## config.mk

```make
export PLATFORM = sky130hd
export DESIGN_NAME = frame_freeze_scheduler
export DESIGN_NICKNAME = d
export VERILOG_FILES = /design/src/rtl/frame_freeze_scheduler.sv
export SDC_FILE = /design/constraint.sdc
export NUM_CORES = 1
export LEC_CHECK = 0
export ABC_AREA = 0
export BUFFER_PORTS_ARGS = -buffer_cell sky130_fd_sc_hd__buf_4
export CORE_ASPECT_RATIO = 2
export CORE_MARGIN = 8
export CORE_UTILIZATION = 55
export CTS_CLUSTER_SIZE = 24
export DETAILED_ROUTE_END_ITERATION = 7
export PLACE_DENSITY = 0.76
export SYNTH_ARGS = -nofsm -noshare
export SYNTH_HDL_FRONTEND = slang
export SYNTH_SLANG_ARGS = --single-unit
export TNS_END_PERCENT = 1
```

## constraint.sdc

```tcl
create_clock -name clk -period 2.3 [get_ports clk]
set_input_delay 0.115 -clock clk [delete_from_list [all_inputs] [get_ports clk]]
set_output_delay 0.115 -clock clk [all_outputs]
set_load 0.005 [all_outputs]
```

## src/rtl/frame_freeze_scheduler.sv

```systemverilog
// Aligns frame_buffer freeze/resume transitions to OV7670 frame boundaries, with a camera watchdog.
// Optional auto-resume after a hold time: define FRAME_FREEZE_AUTO_RESUME_EN.
module frame_freeze_scheduler #(
  parameter int TIMEOUT_CYC = 4000000,
  parameter int CNT_W       = 16,
  parameter int HOLD_CYC    = 300000000
) (
  input  logic             clk,
  input  logic             reset,
  input  logic             ov7670_v_sync,
  input  logic             freeze_req,
  input  logic             resume_req,
  output logic             frame_stop,
  output logic             frozen,
  output logic             busy,
  output logic             req_ack,
  output logic             cam_timeout,
  output logic [CNT_W-1:0] frame_cnt
);

  localparam int WD_W = (TIMEOUT_CYC > 1) ? $clog2(TIMEOUT_CYC) : 1;

  typedef enum logic [1:0] {
    LIVE       = 2'd0,
    ARM_FREEZE = 2'd1,
    FROZEN     = 2'd2,
    ARM_RESUME = 2'd3
  } state_t;

  state_t          state;
  logic            s1, s2, s3;
  logic            vs_edge;
  logic [WD_W-1:0] wd_cnt;
  logic            wd_fire;
  logic            resume_int;

  // Rising vsync marks the end of the active frame: the only safe switch point.
  assign vs_edge = s2 & ~s3;
  assign wd_fire = (wd_cnt == WD_W'(TIMEOUT_CYC - 1));
  assign frozen  = frame_stop;

  always_ff @(posedge clk) begin
    if (!reset) begin
      s1 <= 1'b0;
      s2 <= 1'b0;
      s3 <= 1'b0;
    end else begin
      s1 <= ov7670_v_sync;
      s2 <= s1;
      s3 <= s2;
    end
  end

`ifdef FRAME_FREEZE_AUTO_RESUME_EN
  localparam int HOLD_W = (HOLD_CYC > 1) ? $clog2(HOLD_CYC) : 1;

  logic [HOLD_W-1:0] hold_cnt;
  logic              hold_active;
  logic              enter_frozen;

  assign enter_frozen = ((state == ARM_FREEZE) && (vs_edge || wd_fire)) ||
                        ((state == ARM_RESUME) && !(vs_edge || wd_fire) && freeze_req);
  assign resume_int   = resume_req | (hold_active && (hold_cnt == '0));

  always_ff @(posedge clk) begin
    if (!reset) begin
      hold_active <= 1'b0;
      hold_cnt    <= '0;
    end else if (enter_frozen) begin
      hold_active <= 1'b1;
      hold_cnt    <= HOLD_W'(HOLD_CYC - 1);
    end else if ((state != FROZEN) || resume_req) begin
      hold_active <= 1'b0;
    end else if (hold_active && (hold_cnt != '0)) begin
      hold_cnt <= hold_cnt - 1'b1;
    end else begin
      hold_active <= 1'b0;
    end
  end
`else
  assign resume_int = resume_req;
`endif

  // Handshake: requests are single-cycle pulses with no ready; a request is
  // accepted only in LIVE/FROZEN and every completion or cancel pulses req_ack once.
  always_ff @(posedge clk) begin
    if (!reset) begin
      state       <= LIVE;
      frame_stop  <= 1'b0;
      busy        <= 1'b0;
      req_ack     <= 1'b0;
      cam_timeout <= 1'b0;
      frame_cnt   <= '0;
      wd_cnt      <= '0;
    end else begin
      req_ack <= 1'b0;
      case (state)
        LIVE: begin
          wd_cnt <= '0;
          if (vs_edge) frame_cnt <= frame_cnt + 1'b1;
          if (freeze_req && !resume_req) begin
            state <= ARM_FREEZE;
            busy  <= 1'b1;
          end
        end
        ARM_FREEZE: begin
          wd_cnt <= vs_edge ? '0 : wd_cnt + 1'b1;
          if (vs_edge || wd_fire) begin
            state       <= FROZEN;
            frame_stop  <= 1'b1;
            busy        <= 1'b0;
            req_ack     <= 1'b1;
            cam_timeout <= !vs_edge;
            if (vs_edge) frame_cnt <= frame_cnt + 1'b1;
          end else if (resume_req) begin
            state   <= LIVE;
            busy    <= 1'b0;
            req_ack <= 1'b1;
          end
        end
        FROZEN: begin
          wd_cnt <= '0;
          if (resume_int && !freeze_req) begin
            state <= ARM_RESUME;
            busy  <= 1'b1;
          end
        end
        ARM_RESUME: begin
          wd_cnt <= vs_edge ? '0 : wd_cnt + 1'b1;
          if (vs_edge || wd_fire) begin
            state       <= LIVE;
            frame_stop  <= 1'b0;
            busy        <= 1'b0;
            req_ack     <= 1'b1;
            cam_timeout <= !vs_edge;
          end else if (freeze_req) begin
            state   <= FROZEN;
            busy    <= 1'b0;
            req_ack <= 1'b1;
          end
        end
        default: state <= LIVE;
      endcase
    end
  end

endmodule

```

After elaboration in Yosys (flattened, before gate mapping)
Index checks and enable logic that the tools add are counted.

Multiplexer cells: 27. Equal/unequal tests: 10. Reduce and logical (&&, ||, !) cells: 15. Bitwise gates (word level): 2. $add $sub $neg: 2.

Operator list (count): 22-bit one-hot mux with 2 select lines (1); 16-bit two-way mux (2); 16-bit one-hot mux with 2 select lines (1); 22-bit by 1-bit adder with 22-bit output (second input constant) (1); 22-bit equality test (second input constant) (1); 22-bit two-way mux (1); 16-bit by 1-bit adder with 16-bit output (second input constant) (1); 1-bit two-way mux (12); 2-bit two-way mux (6); 2-bit != test (second input constant) (4); 2-bit one-hot mux with 4 select lines (1); 3-bit != test (second input constant) (2); 2-bit equality test (second input constant) (2); 1-bit one-hot mux with 2 select lines (2); 1-bit one-hot mux with 4 select lines (1); 2-bit AND reduction (2); 4-bit AND reduction (1); 2-bit nonzero test (2); 2-bit OR reduction (2); 1-bit zero test (3); 3-bit AND reduction (1); 2-bit by 1-bit equality test with 1-bit output (second input constant) (1); 1-bit logical AND (2); 2-bit zero test (1); 3 further kinds (3).

Input bits: 5. Word-level logic and storage cells: 66. Register bits after elaboration: 47.

Logic depth before layout (Yosys ltp)
Depth after elaboration: 5. Gate-level depth with buffers: 6.

Worst setup path after synthesis
OpenSTA, ideal clock, no wires.

Kind: register to register. Start: reg wd_cnt[0]. End: reg wd_cnt[20]. Cell stages (with the launch flop): 7. Data required time: 2230 ps. Setup slack: 436 ps. Clock period less this slack: 1864 ps. Arrival time: 1795 ps. Cell sequence: dfxtp_1 ha_1 nand2_1 or4_1 clkbuf_1 or3_1 a21oi_1.

Cells in the longest elaborated chain, start to end: 3.

Ends and longest elaborated chain: start: declaration (line 33) `logic [WD_W-1:0] wd_cnt;`; start signal: assignment (line 107) `wd_cnt <= vs_edge ? '0 : wd_cnt + 1'b1;`; start signal: assignment (line 129) `wd_cnt <= vs_edge ? '0 : wd_cnt + 1'b1;`; 22-bit by 1-bit adder with 22-bit output (line 107, 129); 22-bit two-way mux (line 107, 129); 22-bit one-hot mux with 2 select lines (line 97) `case (state)`.

Every way passes these cells. A chain may end at the register's enable or synchronous reset.

Final worst setup path
Same ends and word-level chain as after synthesis.

==> results.md <==
- Status: finished clean
- LEAKAGE: approximately 0.83 nW
- Clk Latency, worst-skew pair: about 0.30 ns
- Crit start category: flop
- Crit-path cells: ha_1 > nand2_1 > or4_1 > or3_1 > a21oi_1
- Crit path DAT: about 2.3 ns
- Global route overflow: 0
- Critical Path Sink: wd_cnt[20]
- Ports: 26
- Number of cell rows: 32
- Hpwl dp: 3189 um
- Ys async rst share: 0%
- Total of max-cap violations: 0
- Cell area after synthesis: about 2100 um2
- Critical Path RT: between 2 and 3 ns
- Port Buf Inserts: 25
- Peak Freq: between 0.4 and 0.5 GHz
- Least-Margin Pin Slew: roughly 0.5 ns
- Clk sinks: 47
- Post-synthesis register bit count: 47
- Final setup fails: 0
- Slowest stage delay, CP: 0.65 ns
- Pwr/cell area: 642.7 nW/um2
- Clock-pin transition on the worst setup and hold timing paths: about 0.090 ns
- Largest net degree at the start of global routing: 22
- Routed len/inst: approximately 14 um
- Resize count post-CTS: 0
- Reg2Reg Depth: 5
- Area after DPL: about 2300 um2
- Sequential share of the synthesized area: between 40% and 50%
- Synth-to-layout area growth: 17.02%
- Ratio of cells with drive above 1 in the final layout: approximately 16%
- CP max-delay cell: or4_1
- Gr usage total: 15.16%
- Fin crit share: 88.04%
- Initial antenna violation count: 0
- Design Area, Final: about 2500 um2
- CTS tree: yes
- Core ar.: about 3800 um2
- Initial Utilization: a little under three fifths
- Post-Syn Instances: 244
- RSZ-0062 raised after global routing: false
- Fin. Hold Viols: 0
- Via density: 5.588
- Root buf cell: clkbuf_8
- HP Class: primary input to flop
- CP Max Fanout: 8
- Peak VDD IR: between 600 and 700 uV
- Final critical-path required period: approximately 2.0 ns
- Clk buf depth: 2
- Worst Clk Skew: 0.009040 ns
- ANT nets after route: 0
- Final wirelength: approximately 4400 um
- Reg2reg setup slack: ~0.28 ns
- GP Congestion: ~0.86
- Nets: between 200 and 300
- Slew Limit Fails: 0
- Number of global-route vias before repair: 1683
- Reg2Reg Capture Point: wd_cnt[20]
- H-tree depth: 2
- DRC: 0
- Initial DRC count: 36
- Critical path capture point type: flop
- Netlist cell types: 42
- Beginning of the critical path: wd_cnt[0]
- Slew headroom: 66.50%
- Die Height: a little over 100 um
- DRT Pass-1 Iters: 4
- Total die area: 6211 um2
- Syn nets: about 250
- Reg2reg start: wd_cnt[0]
- First-pass GRT wire length: ~7600 um
- Die Wd: 59.87 um
- Post-CTS Hold Fix Bufs: 0
- Setup TNS: 0 ns
- TritonCTS Buffers: 5
- Setup bufs post-CTS: 0
- Syn avg cell area: approximately 8.7 um2
- Ys flop type: dfxtp_1
- N_diodes: 0
- Vias: between 1500 and 2000
- Yosys Warn Count: 0
- Worst Path Class, Setup: flop to flop
- Number of enable flip-flop cells after synthesis: 0
==> registers in the layout (all words and copies together) (netlist names) <==
| name | cells |
|---|---|
| busy | 1 |
| s2 | 1 |
| s1 | 1 |
| frame_cnt | 16 |
| s3 | 1 |
| req_ack | 1 |
| state | 2 |
| wd_cnt | 22 |
| frame_stop | 1 |
| cam_timeout | 1 |
==> cell usage after synthesis, types with 2 or more instances <==
library cell  number  area (um2)
dfxtp_1           47       940.9
nor2_1            26       97.59
xnor2_1           16       140.1
a21oi_1           15       75.07
nand2_1           13       48.80
nand3_1           13       65.06
o21ai_0           12       60.06
or3_1             10       62.56
nand4_1            9       56.30
nor4_1             9       56.30
clkbuf_1           8       30.03
and2_1             7       43.79
nor3_1             7       35.03
inv_1              6       22.52
xor2_1             6       52.55
or4_1              4       30.03
and3_1             3       18.77
nand3b_1           3       22.52
and4_1             2       17.52
ha_1               2       25.02
mux2i_1            2       20.02
nor2b_1            2       12.51
o31ai_1            2       15.01
or2_2              2       12.51
==> critical path, delay by kind of cell (launching register included) <==
kind	cells	cell delay, ns
simple gates	3	1.18
flops	1	0.38
fa+ha+maj	1	0.24
compound gates	1	0.15
==> cell families after synthesis <==
family,synth area share (%)
AOI/OAI and AO/OA,9.102
xor gates and xnor gates,9.101
adders and majority gates,1.182
buffers and inverters,3.073
DFF,44.44
muxes,0.9457
and+or+nand+nor,32.15
==> worst min path at each step <==
stage / startpoint / depth (start not counted) / slack (ns) / endpoint
3_3_place_gp: ov7670_v_sync / 2 / 0.33 / s1
3_5_place_dp: ov7670_v_sync / 2 / 0.33 / s1
5_1_grt: ov7670_v_sync / 2 / 0.01 / s1
4_1_cts: ov7670_v_sync / 2 / 0.02 / s1
6_report: ov7670_v_sync / 2 / 0.03 / s1
2_1_floorplan: ov7670_v_sync / 1 / 0.24 / s1
==> report_power, final <==
group / switching (mW) / total, mW / internal, mW / leakage [nW]
logic: 0.0243 / 0.0464 / 0.0221 / 0.390
registers: 0.00986 / 0.832 / 0.822 / 0.380
clock network: 0.281 / 0.714 / 0.433 / 0.0644
total: 0.315 / 1.59 / 1.28 / 0.834
==> per-layer routing <==
layer  GRT usage, %  vias up  part of all wire, %
met5              0        -                    0
met4          5.680        0                  1.8
met3          3.965        7                  3.7
li1               -      923                    -
met1          18.13      820                   46
met2          24.55       38                   48
==> cell usage in the layout (no fill, tap or decap), drive strengths merged, types with 9 or more instances in the layout <==
master and count:
dfxtp 47, buf 27, nor2 26, xnor2 16, a21oi 15, nand3 14, nand2 13, o21ai 12
or3 11, nand4 9, nor4 9
==> metrics by stage <==
| step | setup WS, ns | util [%] | instances | hold WS (ns) | power [mW] |
|---|---|---|---|---|---|
| 2_1_floorplan | 0.4356 | - | 244 | 0.2423 | 0.8771 |
| 6_report | 0.2751 | 65.82 | 320 | 0.03169 | 1.592 |
| 3_3_place_gp | 0.3521 | 62.20 | 312 | 0.3290 | 0.8950 |
| 3_5_place_dp | 0.2873 | 62.20 | 312 | 0.3287 | 0.8975 |
| 4_1_cts | 0.2711 | 65.82 | 320 | 0.01708 | 1.603 |
| 5_1_grt | 0.1316 | 65.82 | 320 | 0.01063 | 1.637 |
==> final cells by class <==
class,instances,area [um2]
well taps,51,63.81
inverters,6,22.52
clock inverters,3,67.56
fillers,339,1286
flip-flops and latches,47,940.9
clock buffers,5,68.82
multi-input cells,181,1111
repair buffers,27,202.7
Power figures use the tool's default switching activity.
